## src/rtl/uart_tx_port_if.sv

```systemverilog
// -----------------------------------------------------------------------------
// uart_tx_port_if
// CPU-side peripheral bus bundle for the memory-mapped UART transmitter.
// It carries the common en/we/addr/din/dout peripheral contract.
//
// Signals:
//   en_i    peripheral select from the top-level address decoder
//   we_i    write enable (cpu_we)
//   addr_i  CPU address [11:0]; the peripheral decodes only [1:0]
//   din_i   CPU write data
//   dout_o  registered read data; valid one cycle after the read edge
//
// Modports:
//   master  the CPU / decoder side
//   slave   the peripheral side
// -----------------------------------------------------------------------------
interface uart_tx_port_if;
    logic        en_i;
    logic        we_i;
    logic [11:0] addr_i;
    logic [7:0]  din_i;
    logic [7:0]  dout_o;

    modport master (
        output en_i,
        output we_i,
        output addr_i,
        output din_i,
        input  dout_o
    );

    modport slave (
        input  en_i,
        input  we_i,
        input  addr_i,
        input  din_i,
        output dout_o
    );
endinterface

```

## src/rtl/uart_tx_port.sv

```systemverilog
// -----------------------------------------------------------------------------
// uart_tx_port
// Memory-mapped UART transmitter. The CPU pushes bytes into a TX FIFO, and a
// baud-timed FSM sends each byte as an 8N1 frame on tx_o.
//
// Register map (addr_i[1:0]):
//   0 DATA    write pushes a byte; read returns 8'h00
//   1 STATUS  read: {4'b0, overflow, fsm_active, empty, full}; clears overflow
//   2 DIV_LO  divisor[7:0]
//   3 DIV_HI  divisor[15:8]
//
// Ports:
//   clk_i    CPU clock
//   rst_n_i  asynchronous active-low reset
//   bus_if   peripheral bus (slave modport), registered read data
//   tx_o     serial output, idles high
//   busy_o   registered: FIFO non-empty or a frame is in progress
// -----------------------------------------------------------------------------
module uart_tx_port #(
    parameter int unsigned FIFO_DEPTH    = 16,
    parameter logic [15:0] DIVISOR_RESET = 16'd61
) (
    input  logic           clk_i,
    input  logic           rst_n_i,
    uart_tx_port_if.slave  bus_if,
    output logic           tx_o,
    output logic           busy_o
);
    localparam int unsigned AW = $clog2(FIFO_DEPTH);
    localparam logic [AW:0] PTR_ONE = (AW + 1)'(1);

    typedef enum logic [1:0] {StIdle, StStart, StData, StStop} state_e;

    state_e      r_state;
    state_e      w_state_next;

    logic [7:0]  r_mem [FIFO_DEPTH];
    logic [AW:0] r_wr_ptr;
    logic [AW:0] r_rd_ptr;
    logic        r_overflow;
    logic [15:0] r_divisor;
    logic [7:0]  r_dout;

    logic [7:0]  r_shift;
    logic [2:0]  r_bit_idx;
    logic [15:0] r_baud_cnt;
    logic [15:0] r_bit_len;
    logic        r_tx;
    logic        r_busy;

    logic [1:0]  w_reg;
    logic        w_wr;
    logic        w_rd;
    logic        w_full;
    logic        w_empty;
    logic        w_push;
    logic        w_drop;
    logic        w_stat_rd;
    logic        w_pop;
    logic        w_bit_end;
    logic        w_tx;
    logic        w_busy;
    logic [7:0]  w_rd_data;
    logic        w_unused_addr;

    assign w_reg         = bus_if.addr_i[1:0];
    assign w_unused_addr = ^bus_if.addr_i[11:2];
    assign w_wr          = bus_if.en_i && bus_if.we_i;
    assign w_rd          = bus_if.en_i && !bus_if.we_i;

    // ---------------------------------------------------------------- FIFO
    assign w_full  = (r_wr_ptr[AW] != r_rd_ptr[AW]) &&
                     (r_wr_ptr[AW-1:0] == r_rd_ptr[AW-1:0]);
    assign w_empty = (r_wr_ptr == r_rd_ptr);

    // Fullness is judged before the edge; a pop on the same edge frees no slot.
    assign w_push    = w_wr && (w_reg == 2'd0) && !w_full;
    assign w_drop    = w_wr && (w_reg == 2'd0) && w_full;
    assign w_stat_rd = w_rd && (w_reg == 2'd1);

    always_ff @(posedge clk_i) begin
        if (w_push) begin
            r_mem[r_wr_ptr[AW-1:0]] <= bus_if.din_i;
        end
    end

    always_ff @(posedge clk_i or negedge rst_n_i) begin
        if (!rst_n_i) begin
            r_wr_ptr <= '0;
            r_rd_ptr <= '0;
        end else begin
            if (w_push) begin
                r_wr_ptr <= r_wr_ptr + PTR_ONE;
            end
            if (w_pop) begin
                r_rd_ptr <= r_rd_ptr + PTR_ONE;
            end
        end
    end

    // ------------------------------------------------------------ registers
    always_comb begin
        w_rd_data = 8'h00;
        unique case (w_reg)
            2'd0:    w_rd_data = 8'h00;
            2'd1:    w_rd_data = {4'h0, r_overflow, (r_state != StIdle), w_empty, w_full};
            2'd2:    w_rd_data = r_divisor[7:0];
            2'd3:    w_rd_data = r_divisor[15:8];
            default: w_rd_data = 8'h00;
        endcase
    end

    always_ff @(posedge clk_i or negedge rst_n_i) begin
        if (!rst_n_i) begin
            r_dout     <= 8'h00;
            r_overflow <= 1'b0;
            r_divisor  <= DIVISOR_RESET;
        end else begin
            if (w_rd) begin
                r_dout <= w_rd_data;
            end
            // A drop on the same edge as a STATUS read keeps the flag set.
            if (w_drop) begin
                r_overflow <= 1'b1;
            end else if (w_stat_rd) begin
                r_overflow <= 1'b0;
            end
            if (w_wr && (w_reg == 2'd2)) begin
                r_divisor[7:0] <= bus_if.din_i;
            end
            if (w_wr && (w_reg == 2'd3)) begin
                r_divisor[15:8] <= bus_if.din_i;
            end
        end
    end

    assign bus_if.dout_o = r_dout;

    // ------------------------------------------------------------- TX FSM
    assign w_bit_end = (r_baud_cnt == r_bit_len - 16'd1);

    always_ff @(posedge clk_i or negedge rst_n_i) begin
        if (!rst_n_i) begin
            r_state <= StIdle;
        end else begin
            r_state <= w_state_next;
        end
    end

    always_comb begin
        w_state_next = r_state;
        w_pop        = 1'b0;
        unique case (r_state)
            StIdle: begin
                if (!w_empty) begin
                    w_pop        = 1'b1;
                    w_state_next = StStart;
                end
            end
            StStart: begin
                if (w_bit_end) begin
                    w_state_next = StData;
                end
            end
            StData: begin
                if (w_bit_end && (r_bit_idx == 3'd7)) begin
                    w_state_next = StStop;
                end
            end
            StStop: begin
                // Chain straight into the next start bit so queued frames leave no gap.
                if (w_bit_end) begin
                    if (!w_empty) begin
                        w_pop        = 1'b1;
                        w_state_next = StStart;
                    end else begin
                        w_state_next = StIdle;
                    end
                end
            end
            default: w_state_next = StIdle;
        endcase
    end

    always_comb begin
        w_tx = 1'b1;
        unique case (r_state)
            StStart: w_tx = 1'b0;
            StData:  w_tx = r_shift[0];
            default: w_tx = 1'b1;
        endcase
    end

    assign w_busy = !w_empty || (r_state != StIdle);

    // Frame datapath: bit length is latched at pop so divisor writes hit the next frame.
    always_ff @(posedge clk_i or negedge rst_n_i) begin
        if (!rst_n_i) begin
            r_shift    <= 8'h00;
            r_bit_idx  <= 3'd0;
            r_baud_cnt <= 16'd0;
            r_bit_len  <= 16'd1;
        end else if (w_pop) begin
            r_shift    <= r_mem[r_rd_ptr[AW-1:0]];
            r_bit_idx  <= 3'd0;
            r_baud_cnt <= 16'd0;
            r_bit_len  <= (r_divisor == 16'd0) ? 16'd1 : r_divisor;
        end else if (r_state != StIdle) begin
            if (w_bit_end) begin
                r_baud_cnt <= 16'd0;
                if (r_state == StData) begin
                    r_shift   <= {1'b0, r_shift[7:1]};
                    r_bit_idx <= r_bit_idx + 3'd1;
                end
            end else begin
                r_baud_cnt <= r_baud_cnt + 16'd1;
            end
        end
    end

    always_ff @(posedge clk_i or negedge rst_n_i) begin
        if (!rst_n_i) begin
            r_tx   <= 1'b1;
            r_busy <= 1'b0;
        end else begin
            r_tx   <= w_tx;
            r_busy <= w_busy;
        end
    end

    assign tx_o   = r_tx;
    assign busy_o = r_busy;
endmodule

```

## src/flat_wrapper.sv

```systemverilog
// flat-port wrapper written by rule: the top's interface ports become plain ports
module uart_tx_port_flat 
#(
    parameter int unsigned FIFO_DEPTH    = 16,
    parameter logic [15:0] DIVISOR_RESET = 16'd61
)
  (clk_i, rst_n_i, tx_o, busy_o, bus_if_en_i, bus_if_we_i, bus_if_addr_i, bus_if_din_i, bus_if_dout_o);
  uart_tx_port_if bus_if_i ();
  input  logic clk_i;
  input  logic rst_n_i;
  output logic tx_o;
  output logic busy_o;
  input wire logic [$bits(bus_if_i.en_i)-1:0] bus_if_en_i;
  input wire logic [$bits(bus_if_i.we_i)-1:0] bus_if_we_i;
  input wire logic [$bits(bus_if_i.addr_i)-1:0] bus_if_addr_i;
  input wire logic [$bits(bus_if_i.din_i)-1:0] bus_if_din_i;
  output wire logic [$bits(bus_if_i.dout_o)-1:0] bus_if_dout_o;
  assign bus_if_i.en_i = bus_if_en_i;
  assign bus_if_i.we_i = bus_if_we_i;
  assign bus_if_i.addr_i = bus_if_addr_i;
  assign bus_if_i.din_i = bus_if_din_i;
  assign bus_if_dout_o = bus_if_i.dout_o;
  uart_tx_port #(.FIFO_DEPTH(FIFO_DEPTH), .DIVISOR_RESET(DIVISOR_RESET)) u_core (.clk_i(clk_i), .rst_n_i(rst_n_i), .bus_if(bus_if_i), .tx_o(tx_o), .busy_o(busy_o));
endmodule
```

## config.mk

```make
export PLATFORM = sky130hd
export DESIGN_NAME = uart_tx_port_flat
export DESIGN_NICKNAME = d
export VERILOG_FILES = /design/src/rtl/uart_tx_port_if.sv /design/src/rtl/uart_tx_port.sv /design/src/flat_wrapper.sv
export SDC_FILE = /design/constraint.sdc
export NUM_CORES = 1
export LEC_CHECK = 0
export ABC_AREA = 1
export BUFFER_PORTS_ARGS = -buffer_cell sky130_fd_sc_hd__clkbuf_2
export CAP_MARGIN = 20
export CORE_ASPECT_RATIO = 1.75
export CORE_MARGIN = 1.5
export CORE_UTILIZATION = 40
export DETAILED_ROUTE_END_ITERATION = 12
export GPL_TIMING_DRIVEN = 0
export SLEW_MARGIN = 5
export SYNTH_ARGS = -nofsm -noshare
export SYNTH_HDL_FRONTEND = slang
export SYNTH_SLANG_ARGS = --single-unit
export TNS_END_PERCENT = 1
```

## constraint.sdc

```tcl
create_clock -name clk_i -period 2.9 [get_ports clk_i]
set_clock_uncertainty 0.1 [all_clocks]
set_input_delay 0.145 -clock clk_i [delete_from_list [all_inputs] [get_ports clk_i]]
set_output_delay 0.145 -clock clk_i [all_outputs]
set_load 0.02 [all_outputs]
```

==> results of run 1 <==
-- logic make-up after synthesis --
family | count (synthesis) | synth area share [%]
DFF | 210 | 60.9
adders and majority gates | 13 | 1.68
buffers and inverters | 112 | 4.67
AOI/OAI and AO/OA | 163 | 9.68
xor gates and xnor gates | 32 | 2.89
and+or+nand+nor | 463 | 20.2
-- per-stage QoR --
stage                     util (%)  total power, mW  setup WS, ns  setup TNS [ns]  hold slack (ns)
after global placement        42.6             3.96       -0.0604          -0.782            0.358
after floorplan                  -             3.76         0.530               0           -0.251
after detailed placement      42.7             3.98       -0.0587          -0.710           0.0514
after CTS                     46.0             6.71        0.0305               0           0.0626
after global routing          46.1             6.89       -0.0431          -0.974           0.0971
final                         46.1             6.67         0.161               0           0.0576
-- metal layers --
metal	vias up	track usage [%]
li1	3488	-
met1	3467	20.6
met2	158	39.5
met3	65	2.10
met4	0	10.3
met5	-	0
-- worst max-delay path, cell delays in order --
cell,delay (ns)
dlygate4sd3_1,0.52
clkbuf_2,0.13
nand2_1,0.07
nor3_1,0.14
dlygate4sd3_1,0.59
nand2_1,0.10
inv_1,0.17
nand2_1,0.23
nor2_1,0.65
-- timing repair --
action,in CTS,in global routing
resized for setup,0,10
buffers inserted,2,0
setup endpoints to repair,20,97
pin swaps,1,2
endpoints found under the hold margin,86,0
hold buffers,7,0
-- worst max path at each step --
stage | end | slack, ns
floorplan | u_core.r_shift[1] | 0.53
global placement | u_core.r_baud_cnt[15] | -0.06
detailed placement | u_core.r_baud_cnt[15] | -0.06
CTS | u_core.r_baud_cnt[3] | 0.03
global route | u_core.r_shift[1] | -0.04
finish | u_core.r_mem[6][0] | 0.16
-- state kept, by name, indices dropped and copies added, names as in the netlist, 2 cells and up --
name and cells:
u_core.r_divisor 16, u_core.r_shift 8, u_core.r_bit_idx 3, u_core.r_rd_ptr 5, u_core.r_wr_ptr 5, u_core.r_bit_len 16, u_core.r_baud_cnt 16, u_core.r_state 2
u_core.bus_if.dout_o 8, u_core.r_mem 128
-- Yosys cell counts, drive strengths merged --
master  number  area share (%)
nand2      230             9.1
nor2       143             6.0
edfxtp     128              40
o21ai       94             4.9
dfrtp       75              19
inv         75             2.9
nand3       53             2.8
o22ai       26             1.7
a21oi       22             1.3
clkbuf      22            0.85
xor2        20             1.8
nor3        15            0.83
ha          13             1.7
nand4       13            0.84
buf         12            0.80
xnor2       12             1.1
o221ai      11            0.99
dfstp        7             1.9
a221oi       3            0.27
and2         3            0.19
clkinv       3            0.12
o211ai       3            0.23
a32o         2            0.21
nor4         2            0.13
a31oi        1           0.065
and3         1           0.065
nand2b       1           0.065
nand3b       1           0.077
o31ai        1            0.13
or2          1           0.065
-- power by group --
part / switching [mW] / internal, mW
Clock: 1.12 / 1.62
Sequential: 0.0926 / 3.32
Combinational: 0.366 / 0.147
-- area by class of cell --
cell class	count	area (sq um)
Buffer	34	163
Clock buffer	26	554
Clock inverter	10	131
Fill cell	2305	12900
Inverter	78	293
Multi-Input combinational cell	671	3370
Sequential cell	210	5900
Tap cell	308	385
Timing Repair Buffer	33	230
-- layout by cell type (no fill, tap or decap), types with 4 or more instances in the layout --
cell           netlist  routed
nor3_1              14      14
o221ai_1            11      11
nand4_1             13      13
nor2_2               8      11
xnor2_1             12      12
a21oi_1             21      21
o21ai_0             81      81
inv_2                4       4
clkbuf_1            22      26
o22ai_1             26      26
nand2_2              3       4
dfrtp_1             75      75
o21ai_1             13      13
xor2_1              20      20
ha_1                13      12
edfxtp_1           128     128
nand2_1            225     224
clkbuf_2             0      22
buf_2                5       4
nor2_1             132     127
dfstp_2              7       7
clkbuf_16            0      21
inv_1               71      71
dlygate4sd3_1        0       7
nand3_1             51      51
clkinv_1             3       7
nor2_4               3       5
==> impl_metrics.ini, run 1 <==
[status]
outcome = complete, no violations

[timing]
fmax_mhz = 365
period_minus_slack_ns = 2.74
rsz0062_at_grt = yes
fin_crit_sh_pct = 94.4
worst_slew_pin_slew_ns = 0.768
hold_viol_final = 0
setup_viol = 0
slew_viol_final = 0
maxSlewHeadroom_pct = 48.6

[cts]
cts_sinks = 210
insertion_delay_ns = 0.50
cts_tree = done
clkTransAtPathRegs_ns = 0.07
h-tree-depth = 1
cts-buffers-inserted = 20
cts_root_buffer = clkbuf_16
cts_buffer_depth = 3

[placement]
routabilityCongestion = 0.938
io_buffers = 23
dp.cells = 1325
placed_area_sq_um = 10200
dp_hpwl_um = 18200

[worst_setup_path]
startpoint = bus_if_we_i
crit-reg2reg-capture = u_core.r_shift[7]
rr_startpoint = u_core.r_rd_ptr[0]
cp_max_fo = 8
r2r_slack_ns = 0.18
crit_type = input port to flop
start_kind = input port
required_ns = 2.92
end_kind = flop
reg2regPathDepth = 9
crit_arrival_ns = 2.76

[pwr]
powerDensity_nw_per_um2 = 605
p_leak_nw = 4.42
ir_worst_vdd_uv = 506

[layout]
drive_gt1_share_pct = 9.70
area_growth_pct = 13.7
fin_nets = 1085
antenna_cells = 0
fin_cells = 1370
final_area_sq_um = 11000

[logic_synthesis]
syn_area_per_cell_sq_um = 9.77
ys_seq_area_share_pct = 60.9
syn_area_sq_um = 9700
synth_seq_cells = 210
synth_warnings = 0
ys_types = 42
netlist_instances = 993
syn_nets = 1030

[detailed_routing]
viasPerCell = 5.24
drt_iter0_markers = 420
maxUsedRoutingLayer = met4
dr.pass1.iters = 5
vias = 7178
routedWlPerCell_um = 18.3
wl_met1_um = 9010
wl_met3_um = 720
met2_wirelength_um = 14000
postRouteAntennaNets = 0
wirelength_um = 25000
drc = 0

[floorplanning]
io_pins = 34
dieArea_sq_um = 25200
die_h_um = 209
rows = 75
dieWidth_um = 121
start_util_pct = 40.5
core-area_sq_um = 23900

[hold_path]
hold_start = bus_if_din_i[5]
hold_path.class = input port to flop
hold_end = u_core.r_divisor[5]
min_path_cells = 3

[flow_run]
maxCapViolCount = 0

[global_route]
grt_usage_pct = 20.2
grt_pass1_wl_um = 38800
grt_max_degree = 54
grt_pass1_vias = 7180
grt_overflow = 0
antenna_found_initial = 0
Power figures use the tool's default switching activity.
==> run 2: changes to the inputs <==
--- a/config.mk
+++ b/config.mk
@@ -5,7 +5,6 @@
 export SDC_FILE = /design/constraint.sdc
 export NUM_CORES = 1
 export LEC_CHECK = 0
-export ABC_AREA = 1
 export BUFFER_PORTS_ARGS = -buffer_cell sky130_fd_sc_hd__clkbuf_2
 export CAP_MARGIN = 20
 export CORE_ASPECT_RATIO = 1.75
==> impl_metrics.ini, run 2 <==
[layout]
largest_reg_flops = 128
layout_common_cells = edfxtp_1, dfrtp_1, mux2_2, mux4_2, nand2_1
fin_nets = 719
drive_gt1_share_pct = 36.4
final_common_cell = edfxtp_1
area_growth_pct = 19.0
antenna_cells = 0

[cts]
cts_root_buffer = clkbuf_16
cts_sinks = 210
h-tree-depth = 1
insertion_delay_ns = 0.50
cts_tree = done
cts_buffer_depth = 3
clkTransAtPathRegs_ns = 0.06
cts-buffers-inserted = 21

[logic_synthesis]
synthMuxAreaShare_pct = 17.3
ys_top_cells_by_area = edfxtp_1, dfrtp_1, mux4_2
synth_ff_type = edfxtp_1
synth_top_family_by_area = multiplexers
synth_common_cells = edfxtp_1, dfrtp_1, mux2_2, mux4_2, nand2_1
synth_warnings = 0
synthAdderAreaFrac_pct = 1.73
ys_async_sr_fraction_pct = 39.0
syn_area_per_cell_sq_um = 15.4
yosysTopAreaCellShare_pct = 40.9
synth-simple-area-share_pct = 7.29
netlist_instances = 611
syn_area_sq_um = 9400
synth_compound_area_share_pct = 5.08
synth-xor-area-share_pct = 3.45
synth_edf_count = 128
synth_seq_cells = 210
ys_types = 62
ys_seq_area_share_pct = 62.8
yosys.area.top_type = edfxtp_1
syn_nets = 648
post-synth-top-count-cell = edfxtp_1

[detailed_routing]
vias = 5468
drc = 0
drt_iter0_markers = 274
dr.pass1.iters = 4
wirelength_um = 20800
postRouteAntennaNets = 0
viasPerCell = 5.47
routedWlPerCell_um = 20.8

[worst_setup_path]
crit_type = flop to flop
startpoint = u_core.r_bit_len[2]
crit_arrival_ns = 3.35
rr_startpoint = u_core.r_bit_len[2]
cp_num_cells = 9
required_ns = 3.19
end_kind = flop
cpLargestDelayFamily = simple AND/OR/NAND/NOR gates
cp_max_fo = 10
r2r_slack_ns = -0.17
worstPathCellList = or4_4 > or4_1 > a311oi_4 > o21ai_4 > a41oi_2 > nor2_2 > buf_6 > buf_12 > mux2_4
cp_num_buf_inv = 2
start_kind = flop
setup.worst_path.end = u_core.r_bit_len[13]
cpMaxStageDelayCell = or4_4
max_stage_delay_ns = 0.57
reg2regPathDepth = 9
crit-reg2reg-capture = u_core.r_bit_len[13]

[flow_run]
maxCapViolCount = 0

[timing]
setup_viol = 23
layout_setup_ws_ns = -0.166
slew_viol_final = 0
worst_slew_pin_slew_ns = 0.760
rsz0062_at_grt = yes
finalSetupTns_ns = -2.13
fin_crit_sh_pct = 106
maxSlewHeadroom_pct = 49.3
hold_viol_final = 0
fmax_mhz = 326
period_minus_slack_ns = 3.07

[global_route]
antenna_found_initial = 0
grt_pass1_vias = 5980
grt_overflow = 0
grt_usage_pct = 17.7
grt_pass1_wl_um = 33200
grt_max_degree = 59

[floorplanning]
start_util_pct = 40.5
core-area_sq_um = 23200
die_h_um = 206
io_pins = 34
rows = 74
dieWidth_um = 119
dieArea_sq_um = 24500

[pwr]
p_leak_nw = 4.07
total_power_mw = 10.5
ir_worst_vdd_uv = 536
powerDensity_nw_per_um2 = 941

[placement]
dp_hpwl_um = 14800
routabilityCongestion = 0.866
io_buffers = 23

[status]
failed_checks = negative setup slack
outcome = complete, but fails checks

[hold_path]
hold_path.class = input port to asynchronous set/reset pin
run 2: cells by family after synthesis:
family	count (synthesis)
DFF	210
and+or+nand+nor	130
muxes	104
AOI/OAI and AO/OA	67
buffers and inverters	50
xor gates and xnor gates	37
adders and majority gates	13
run 2: worst min path at each step:
stage                     slack, ns                       to  cells after the start
after floorplan               -0.25  u_core.bus_if.dout_o[0]                      0
after global placement         0.37  u_core.bus_if.dout_o[3]                      2
after detailed placement       0.02     u_core.r_baud_cnt[3]                      1
after CTS                      0.01      u_core.r_mem[12][6]                      1
after global routing           0.02      u_core.r_mem[12][6]                      1
final                          0.02     u_core.r_baud_cnt[5]                      2
run 2: per-stage QoR:
step	std cells	hold WS [ns]	instance area, sq um	util (%)	setup slack (ns)
finish	1000	0.0220	11200	48.2	-0.166
CTS	999	0.0110	11100	47.7	-0.144
floorplan	611	-0.251	9430	-	-0.255
detailed placement	940	0.0190	9970	42.9	-1.13
global placement	938	0.371	9920	42.7	-1.32
global route	1000	0.0190	11200	48.2	-0.264
run 2: report_power, final:
| part | switching (mW) | internal, mW | total, mW |
|---|---|---|---|
| Combinational | 1.95 | 1.92 | 3.86 |
| Sequential | 0.434 | 3.60 | 4.04 |
| Clock | 1.11 | 1.51 | 2.63 |
run 2: layout make-up:
type,count,area [sq um]
Buffer,24,165
Clock buffer,25,541
Clock inverter,12,120
Fill cell,2016,12000
Inverter,20,75.1
Multi-Input combinational cell,352,3600
Sequential cell,210,5920
Tap cell,304,380
Timing Repair Buffer,53,390
run 2: metal layers:
| layer | share of wire, % | wire, um | GRT usage (%) |
|---|---|---|---|
| met4 | 4.9 | 1020 | 8.43 |
| met1 | 34 | 7140 | 17.3 |
| met3 | 2.6 | 539 | 2.19 |
| met5 | 0 | 0 | 0 |
| met2 | 58 | 12100 | 36.0 |
run 2: repair_timing:
item                                    CTS  global route
endpoints found under the hold margin    90             0
gates resized for setup                  68            17
endpoints found under the setup margin  180            50
pin swaps                                12             3
hold buffers                              7             0
cloned                                    1             0
setup buffers                            20             1
